`config.mk`:
```
export PLATFORM = sky130hd
export DESIGN_NAME = vector_check_seq
export DESIGN_NICKNAME = d
export VERILOG_FILES = /design/src/rtl/vector_check_seq.sv
export SDC_FILE = /design/constraint.sdc
export NUM_CORES = 1
export LEC_CHECK = 0
export ABC_AREA = 0
export CAP_MARGIN = 25
export CORE_MARGIN = 4
export CORE_UTILIZATION = 51
export CTS_CLUSTER_DIAMETER = 40
export CTS_CLUSTER_SIZE = 16
export DETAILED_ROUTE_END_ITERATION = 8
export GPL_ROUTABILITY_DRIVEN = 0
export GPL_TIMING_DRIVEN = 0
export HOLD_SLACK_MARGIN = 0.1
export PLACE_DENSITY_LB_ADDON = 0.1
export RECOVER_POWER = 50
export SLEW_MARGIN = 15
export SYNTH_ARGS = -nofsm -noshare
export SYNTH_HDL_FRONTEND = slang
export SYNTH_SLANG_ARGS = --single-unit
```
`constraint.sdc`:
```
create_clock -name clk -period 2.1 [get_ports clk]
set_input_delay 0.315 -clock clk [delete_from_list [all_inputs] [get_ports clk]]
set_output_delay 0.315 -clock clk [all_outputs]
set_load 0.005 [all_outputs]
```
`src/rtl/vector_check_seq.sv`:
```
// Vector-driven self-check sequencer: fetches {valid, inputs, expected} words,
// drives a small combinational DUT, compares its response and tallies results.
module vector_check_seq #(
  parameter int IN_W   = 3,
  parameter int OUT_W  = 1,
  parameter int ADDR_W = 10,
  parameter int CNT_W  = 16,
  parameter int SETTLE = 1,
  localparam int VEC_W = 1 + IN_W + OUT_W
) (
  input  logic              clk,
  input  logic              reset,
  input  logic              start,
  output logic [ADDR_W-1:0] mem_addr,
  input  logic [VEC_W-1:0]  mem_rdata,
  output logic [IN_W-1:0]   dut_in,
  input  logic [OUT_W-1:0]  dut_out,
  output logic              busy,
  output logic              done,
  output logic              pass,
  output logic [CNT_W-1:0]  vec_count,
  output logic [CNT_W-1:0]  err_count,
  output logic [ADDR_W-1:0] first_err_addr,
  output logic              first_err_vld
);

  localparam int SET_W = (SETTLE > 1) ? $clog2(SETTLE) : 1;
  localparam logic [SET_W-1:0] SET_LOAD = SET_W'((SETTLE > 0) ? SETTLE - 1 : 0);

  typedef enum logic [2:0] {
    ST_IDLE, ST_FETCH, ST_APPLY, ST_SETTLE, ST_CHECK, ST_DONE
  } state_t;

  state_t              state_q, state_d;
  logic [ADDR_W-1:0]   addr_q;
  logic [IN_W-1:0]     dut_in_q;
  logic [OUT_W-1:0]    exp_q;
  logic [SET_W-1:0]    set_cnt_q;
  logic [CNT_W-1:0]    vec_q, err_q;
  logic [ADDR_W-1:0]   fea_q;
  logic                fev_q;

  logic                vld_f;
  logic [IN_W-1:0]     in_f;
  logic [OUT_W-1:0]    exp_f;
  logic                last_addr;
  logic                mismatch;

  assign vld_f     = mem_rdata[VEC_W-1];
  assign in_f      = mem_rdata[VEC_W-2 -: IN_W];
  assign exp_f     = mem_rdata[OUT_W-1:0];
  assign last_addr = (addr_q == {ADDR_W{1'b1}});
  assign mismatch  = (dut_out != exp_q);

  always_ff @(posedge clk) begin
    if (!reset) state_q <= ST_IDLE;
    else        state_q <= state_d;
  end

  always_comb begin
    state_d = state_q;
    case (state_q)
      ST_IDLE, ST_DONE: if (start) state_d = ST_FETCH;
      ST_FETCH:         state_d = ST_APPLY;
      ST_APPLY: begin
        if (!vld_f)          state_d = ST_DONE;
        else if (SETTLE > 0) state_d = ST_SETTLE;
        else                 state_d = ST_CHECK;
      end
      ST_SETTLE:        if (set_cnt_q == '0) state_d = ST_CHECK;
      ST_CHECK:         state_d = last_addr ? ST_DONE : ST_FETCH;
      default:          state_d = ST_IDLE;
    endcase
  end

  always_comb begin
    busy = (state_q == ST_FETCH) || (state_q == ST_APPLY) ||
           (state_q == ST_SETTLE) || (state_q == ST_CHECK);
    done = (state_q == ST_DONE);
    // An empty run has nothing to vouch for, so it never reports pass.
    pass = done && (err_q == '0) && (vec_q != '0);
  end

  always_ff @(posedge clk) begin
    if (!reset) begin
      addr_q    <= '0;
      dut_in_q  <= '0;
      exp_q     <= '0;
      set_cnt_q <= '0;
      vec_q     <= '0;
      err_q     <= '0;
      fea_q     <= '0;
      fev_q     <= 1'b0;
    end else begin
      case (state_q)
        ST_IDLE, ST_DONE: begin
          if (start) begin
            addr_q <= '0;
            vec_q  <= '0;
            err_q  <= '0;
            fea_q  <= '0;
            fev_q  <= 1'b0;
          end
        end
        ST_APPLY: begin
          if (vld_f) begin
            dut_in_q  <= in_f;
            exp_q     <= exp_f;
            set_cnt_q <= SET_LOAD;
          end
        end
        ST_SETTLE: if (set_cnt_q != '0) set_cnt_q <= set_cnt_q - SET_W'(1);
        ST_CHECK: begin
          // Counters saturate so a long run can never read back as clean.
          if (vec_q != {CNT_W{1'b1}}) vec_q <= vec_q + CNT_W'(1);
          if (mismatch) begin
            if (err_q != {CNT_W{1'b1}}) err_q <= err_q + CNT_W'(1);
            if (!fev_q) begin
              fea_q <= addr_q;
              fev_q <= 1'b1;
            end
          end
          if (!last_addr) addr_q <= addr_q + ADDR_W'(1);
        end
        default: ;
      endcase
    end
  end

  assign mem_addr       = addr_q;
  assign dut_in         = dut_in_q;
  assign vec_count      = vec_q;
  assign err_count      = err_q;
  assign first_err_addr = fea_q;
  assign first_err_vld  = fev_q;

endmodule
```
==> flow_metrics.env <==
export IMPL_status="finished with violations"
export IMPL_violations="setup timing"
export IMPL_finalSetupViolations=1
export IMPL_p_leak_nw=1.54
export IMPL_viasPerCell=6.25
export IMPL_slew_headroom=0.577
export IMPL_drc=0
export IMPL_synth_area_per_cell_sq_um=7.88
export IMPL_die_height_um=86.4
export IMPL_critPathLaunchType="flip-flop"
export IMPL_end_kind="output port"
export IMPL_yosys_top_cells_count="dfxtp_1, nand2_1, a21oi_1"
export IMPL_final_setup_tns_ps=-9.20
export IMPL_ir_worst_vdd_mv=0.392
export IMPL_antenna_found_initial=0
export IMPL_critical_path_top_delay_family="buffers and inverters"
export IMPL_fp_row_count=28
export IMPL_clock_sinks=60
export IMPL_final_layout_size_suffix_gt1_frac=0.112
export IMPL_io_buffers=66
export IMPL_min_period_ps=2110
export IMPL_postRouteAntennaNets=0
export IMPL_synthArstFlopShare=0
export IMPL_area_delta_synth_final_pct=33.7
export IMPL_worstMarginPinSlew_ps=629
export IMPL_hpwl_um=6550
export IMPL_root_buffer="clkbuf_8"
export IMPL_start_util=0.527
export IMPL_yosysMostFrequentCell="dfxtp_1"
export IMPL_grt_max_degree=11
export IMPL_hold_viol=0
export IMPL_die_area_sq_um=7470
export IMPL_clk_latency_ps=340
export IMPL_criticalPathCategory="reg -> out"
export IMPL_cts_tree="built"
export IMPL_grt_overflow_total=0
export IMPL_multiInputGateArea_sq_um=1870
export IMPL_critPathSlowestCell="dfxtp_1"
export IMPL_wirelength_um=9570
export IMPL_yosysTopAreaCell="dfxtp_1"
export IMPL_vias=3496
export IMPL_syn_area_sq_um=3140
export IMPL_period_share=1.00
export IMPL_cts_buffer_depth=2
export IMPL_core_area_sq_um=5960
export IMPL_synth_cell_types=51
export IMPL_synth_top_cell_area_share=0.383
export IMPL_fin_skew_ps=7.63
export IMPL_clkSlewWorstSetupHoldPaths_ps=70
export IMPL_final_nets=493
export IMPL_seqCellArea_sq_um=1200
export IMPL_crit_arrival_ps=1790
export IMPL_final_core_util=0.704
export IMPL_firstDrtPassIters=5
export IMPL_fmax_ghz=0.474
export IMPL_grtUsageTotal=0.255
export IMPL_worstPathCellList="buf_2 > inv_4 > and3_4 > and4_1 > nand3_2 > a41oi_2 > clkdlybuf4s15_2"
export IMPL_synth_edf_count=0
export IMPL_synth_fp_nets=412
export IMPL_synth_flop_cell="dfxtp_1"
export IMPL_grt_setup_unrepaired="yes"
export IMPL_ys_ff_latch=60
export IMPL_p_per_area_nw_per_um2=574
export IMPL_drt_iter0_markers=356
export IMPL_synth_cells=398
export IMPL_max_cap_violations=0
export IMPL_grt_pass1_vias=3249
export IMPL_fillers=516
export IMPL_slowest_delay_ps=290
export IMPL_cts_htree_levels=3
export IMPL_ios=68
export IMPL_die_w_um=86.4
export IMPL_total_power_mw=2.41
export IMPL_slew_violations=0
export IMPL_crit_buf_inv=3
export IMPL_setup_ws_ps=-9.20
export IMPL_antenna_cells=0
export IMPL_synth_top_cells_by_area="dfxtp_1, nand2_1, a21oi_1"
export IMPL_wl_per_cell_um=17.1
export IMPL_yosysWarnings=0
export IMPL_path_max_fanout=8
export IMPL_seq_area_frac_synth=0.383
export IMPL_cts_buffers=9
export IMPL_grt_first_pass_wirelength_um=15300
export IMPL_cp_required_ps=1780
export IMPL_hold_class="in -> reg"
==> final cells by class <==
| type | instances | area share |
|---|---|---|
| Buffer | 20 | 0.0236 |
| Clock buffer | 15 | 0.0421 |
| Clock inverter | 1 | 0.00119 |
| Inverter | 12 | 0.0113 |
| Multi-Input combinational cell | 305 | 0.446 |
| Sequential cell | 60 | 0.287 |
| Tap cell | 75 | 0.0224 |
| Timing Repair Buffer | 71 | 0.167 |
==> routing by layer <==
metal / vias to the layer above / wire [um] / share of wire / global-route usage
li1: 1669 / - / - / -
met1: 1627 / 4080 / 0.43 / 0.337
met2: 176 / 4560 / 0.48 / 0.403
met3: 24 / 730 / 0.076 / 0.0494
met4: 0 / 201 / 0.021 / 0.110
met5: - / 0 / 0 / 0
==> path summary, 6_finish.rpt <==
path	from	to	slack, ps	depth (start not counted)
worst max-delay path	state_q[1]	pass	-9	7
worst min-delay path	reset	vec_count[3]	430	3
worst max register to register	state_q[0]	vec_count[11]	90	6
worst min register to register	first_err_addr[8]	first_err_addr[8]	450	2
==> cells in the final DEF (no fill, tap or decap), types with 6 or more instances in the layout <==
master	Yosys	routed
inv_1	10	9
clkbuf_1	12	11
a31oi_1	15	15
dfxtp_1	60	59
clkbuf_8	0	12
a21oi_1	32	31
nor2_1	29	28
nand3_1	22	19
nand4_1	19	19
mux2i_1	6	6
dlygate4sd3_1	0	48
o21ai_0	29	29
nand2_1	48	48
clkdlybuf4s50_1	0	17
or3_1	8	8
clkbuf_2	3	8
a211oi_1	6	6
buf_4	0	6
nor3_1	13	12
==> state kept, by name (all words and copies together) (netlist names) <==
register	flops
mem_addr	10
state_q	3
err_count	16
vec_count	16
first_err_vld	1
dut_in	3
exp_q	1
first_err_addr	10
==> logic make-up (layout without fill, tap and decap cells) <==
| group | Yosys count | after routing | share of synthesized area |
|---|---|---|---|
| muxes | 6 | 6 | 0.0191 |
| DFF | 60 | 60 | 0.383 |
| and+or+nand+nor | 176 | 176 | 0.295 |
| xor gates and xnor gates | 4 | 4 | 0.0112 |
| buffers and inverters | 33 | 119 | 0.0447 |
| adders and majority gates | 5 | 5 | 0.0199 |
| AOI/OAI and AO/OA | 114 | 114 | 0.228 |
==> worst min-delay path: stages <==
cell and delay (ps):
clkbuf_1 210, o21ai_0 140, a31oi_1 50
==> metrics by stage <==
stage                     cells  hold slack (ps)  worst slack, ps  instance area [sq um]
after detailed placement    539              443             -545                   3890
after CTS                   557              416            -29.8                   4140
after global routing        559              446            -87.2                   4190
final                       559              429            -9.20                   4190
after global placement      539              440             -480                   3890
after floorplan             398              448              297                   3140
==> timing repair <==
action | 4_1_cts | 5_1_grt
endpoints found under the hold margin | 0 | 0
hold buffers | 0 | 0
buffers inserted | 2 | 3
resized for setup | 14 | 16
pin swaps | 2 | 3
endpoints found under the setup margin | 33 | 38
==> where the power goes <==
part           switching (mW)  internal [mW]
Clock                   0.462          0.526
Sequential            0.00904           1.15
Combinational           0.168         0.0925
Total                   0.639           1.77
(Power assumes the default switching activity.)
==> edit (same settings) <==
`IN_W`: 3 -> 5.
--- a/src/rtl/vector_check_seq.sv
+++ b/src/rtl/vector_check_seq.sv
@@ -3,3 +3,3 @@
 module vector_check_seq #(
-  parameter int IN_W   = 3,
+  parameter int IN_W   = 5,
   parameter int OUT_W  = 1,
Ports: changed (resized dut_in and mem_rdata); port bits go from 68 to 72. No check against the original RTL was run, so the function may have changed too.
==> edit against the original RTL <==
- total power grew 7.9%
- via count increased by 3.9%
- setup slack better by 0.064 ns
- first-iteration DRC count increased by 1.4%
- sequential cell count up 2
- critical path depth shrank 1
- final area grew 5.3%
- synthesized area is 2.7% higher
- routed wire length rose by 5.8%
- final cell count increased by 2.1%
- critical endpoint is now err_count[11]
==> edit: results (changes against the original RTL) <==
[min_path]
whs_path_depth = 2  ; -1
hold_end = first_err_addr[3]
worst_hold_path_type = reg -> reg

[synth]
syn-mean-instance-area_um2 = 7.92  ; +0.44%
synth_flop_cell = dfxtp_1
yosys-top-cells-count = 62 x dfxtp_1, 41 x nand2_1, 37 x a21oi_1, 37 x nor2_1, 21 x clkbuf_1
synth_cell_types = 58  ; +14%
synth.area.top_cells = dfxtp_1 39%, a21oi_1 5.7%, nand2_1 4.8%
async_flop_share_pct = 0  ; unchanged
ys_seq_area_share_pct = 38.5  ; +0.23 points

[power_and_ir_drop]
p_leak_nw = 1.69  ; +9.7%
vdd_drop_max_v = 0.000525  ; +34%
p_int_mw = 1.91  ; +7.7%

[placement]
portBuffers = 71  ; +7.6%
dp_cells = 553  ; +2.6%
placed_cell_area_mm2 = 0.00403  ; +3.5%
dp_hpwl_um = 6880  ; +5.0%

[sta]
slew_headroom_pct = 56.3  ; -1.5 points
skew_ns = 0.00863  ; +0.000998 ns

[finish]
final_nets = 507  ; +2.8%
drive_above_1_share_pct = 15.5  ; +4.4 points

[routing]
vias = 3633  ; +3.9%
drt-total-wl_um = 10100  ; +5.8%
wl_per_cell_um = 17.7  ; +3.5%
drt-pass1-iter-count = 6  ; +1
drt_iter0_drc = 361  ; +1.4%

[global_route]
grt_pass1_wl_um = 16600  ; +8.3%
grt_usage_pct = 27.5  ; +2.1 points
grt_pass1_vias = 3321  ; +2.2%

[setup_path]
critPathLaunch = reset
r2r_end = vec_count[3]
crit_fanout = 10  ; +2
arrival_ns = 2.33  ; +0.54 ns

[clocking]
numCtsBuffers = 9  ; unchanged

[status]
status = finished, final reports clean

-- edit: worst max path at each step --
stage,endpoint,slack [ns],cells after the start
6_report,err_count[11],0.05,6
3_5_place_dp,err_count[8],-0.44,7
4_1_cts,mem_addr[3],0.009,7
5_1_grt,err_count[11],-0.02,6
3_3_place_gp,err_count[8],-0.44,7
2_1_floorplan,vec_count[3],0.06,6
-- edit: area by class of cell --
type | instances | area, µm²
Buffer | 21 | 105
Clock buffer | 12 | 155
Clock inverter | 4 | 45.0
Fill cell | 475 | 1610
Inverter | 10 | 37.5
Multi-Input combinational cell | 308 | 1960
Sequential cell | 62 | 1250
Tap cell | 75 | 93.8
Timing Repair Buffer | 79 | 761
-- edit: kinds of logic after synthesis --
family / synth area share, %
muxes: 3.18
buffers and inverters: 4.54
adders and majority gates: 1.94
DFF: 38.5
AOI/OAI and AO/OA: 20.6
and+or+nand+nor: 30.1
xor gates and xnor gates: 1.09
-- edit: critical path, cell delays in order --
cell	delay, ns
clkdlybuf4s50_1	0.53
clkbuf_1	0.47
nand2_1	0.26
clkbuf_1	0.32
a31o_2	0.29
a31oi_1	0.14
-- edit: stage by stage --
step | setup TNS [ns] | setup WS, ns | hold slack (ns)
3_3_place_gp | -12.93 | -0.438 | 0.444
3_5_place_dp | -13.08 | -0.438 | 0.449
2_1_floorplan | 0 | 0.0640 | 0.448
6_report | 0 | 0.0546 | 0.451
5_1_grt | -0.0286 | -0.0180 | 0.477
4_1_cts | 0 | 0.00879 | 0.459
-- edit: metal layers --
metal,vias to the layer above,global-route usage [%],wire [µm]
met2,205,43.2,4720
li1,1686,-,-
met1,1699,35.9,4180
met3,43,5.77,876
met5,-,0,0
met4,0,13.2,349
-- edit: what timing repair did --
action,4_1_cts,5_1_grt
setup endpoints to repair,49,35
resized for setup,26,28
gates cloned,1,0
buffers inserted,4,2
pin swaps,6,1
-- edit: power groups by stage --
| stage | Clock, mW | Combinational, mW | Sequential (mW) |
|---|---|---|---|
| 2_1_floorplan | 0 | 0.168 | 1.22 |
| 3_3_place_gp | 0 | 0.265 | 1.22 |
| 3_5_place_dp | 0 | 0.271 | 1.22 |
| 4_1_cts | 1.10 | 0.291 | 1.20 |
| 5_1_grt | 1.16 | 0.332 | 1.20 |
| 6_report | 1.10 | 0.306 | 1.20 |
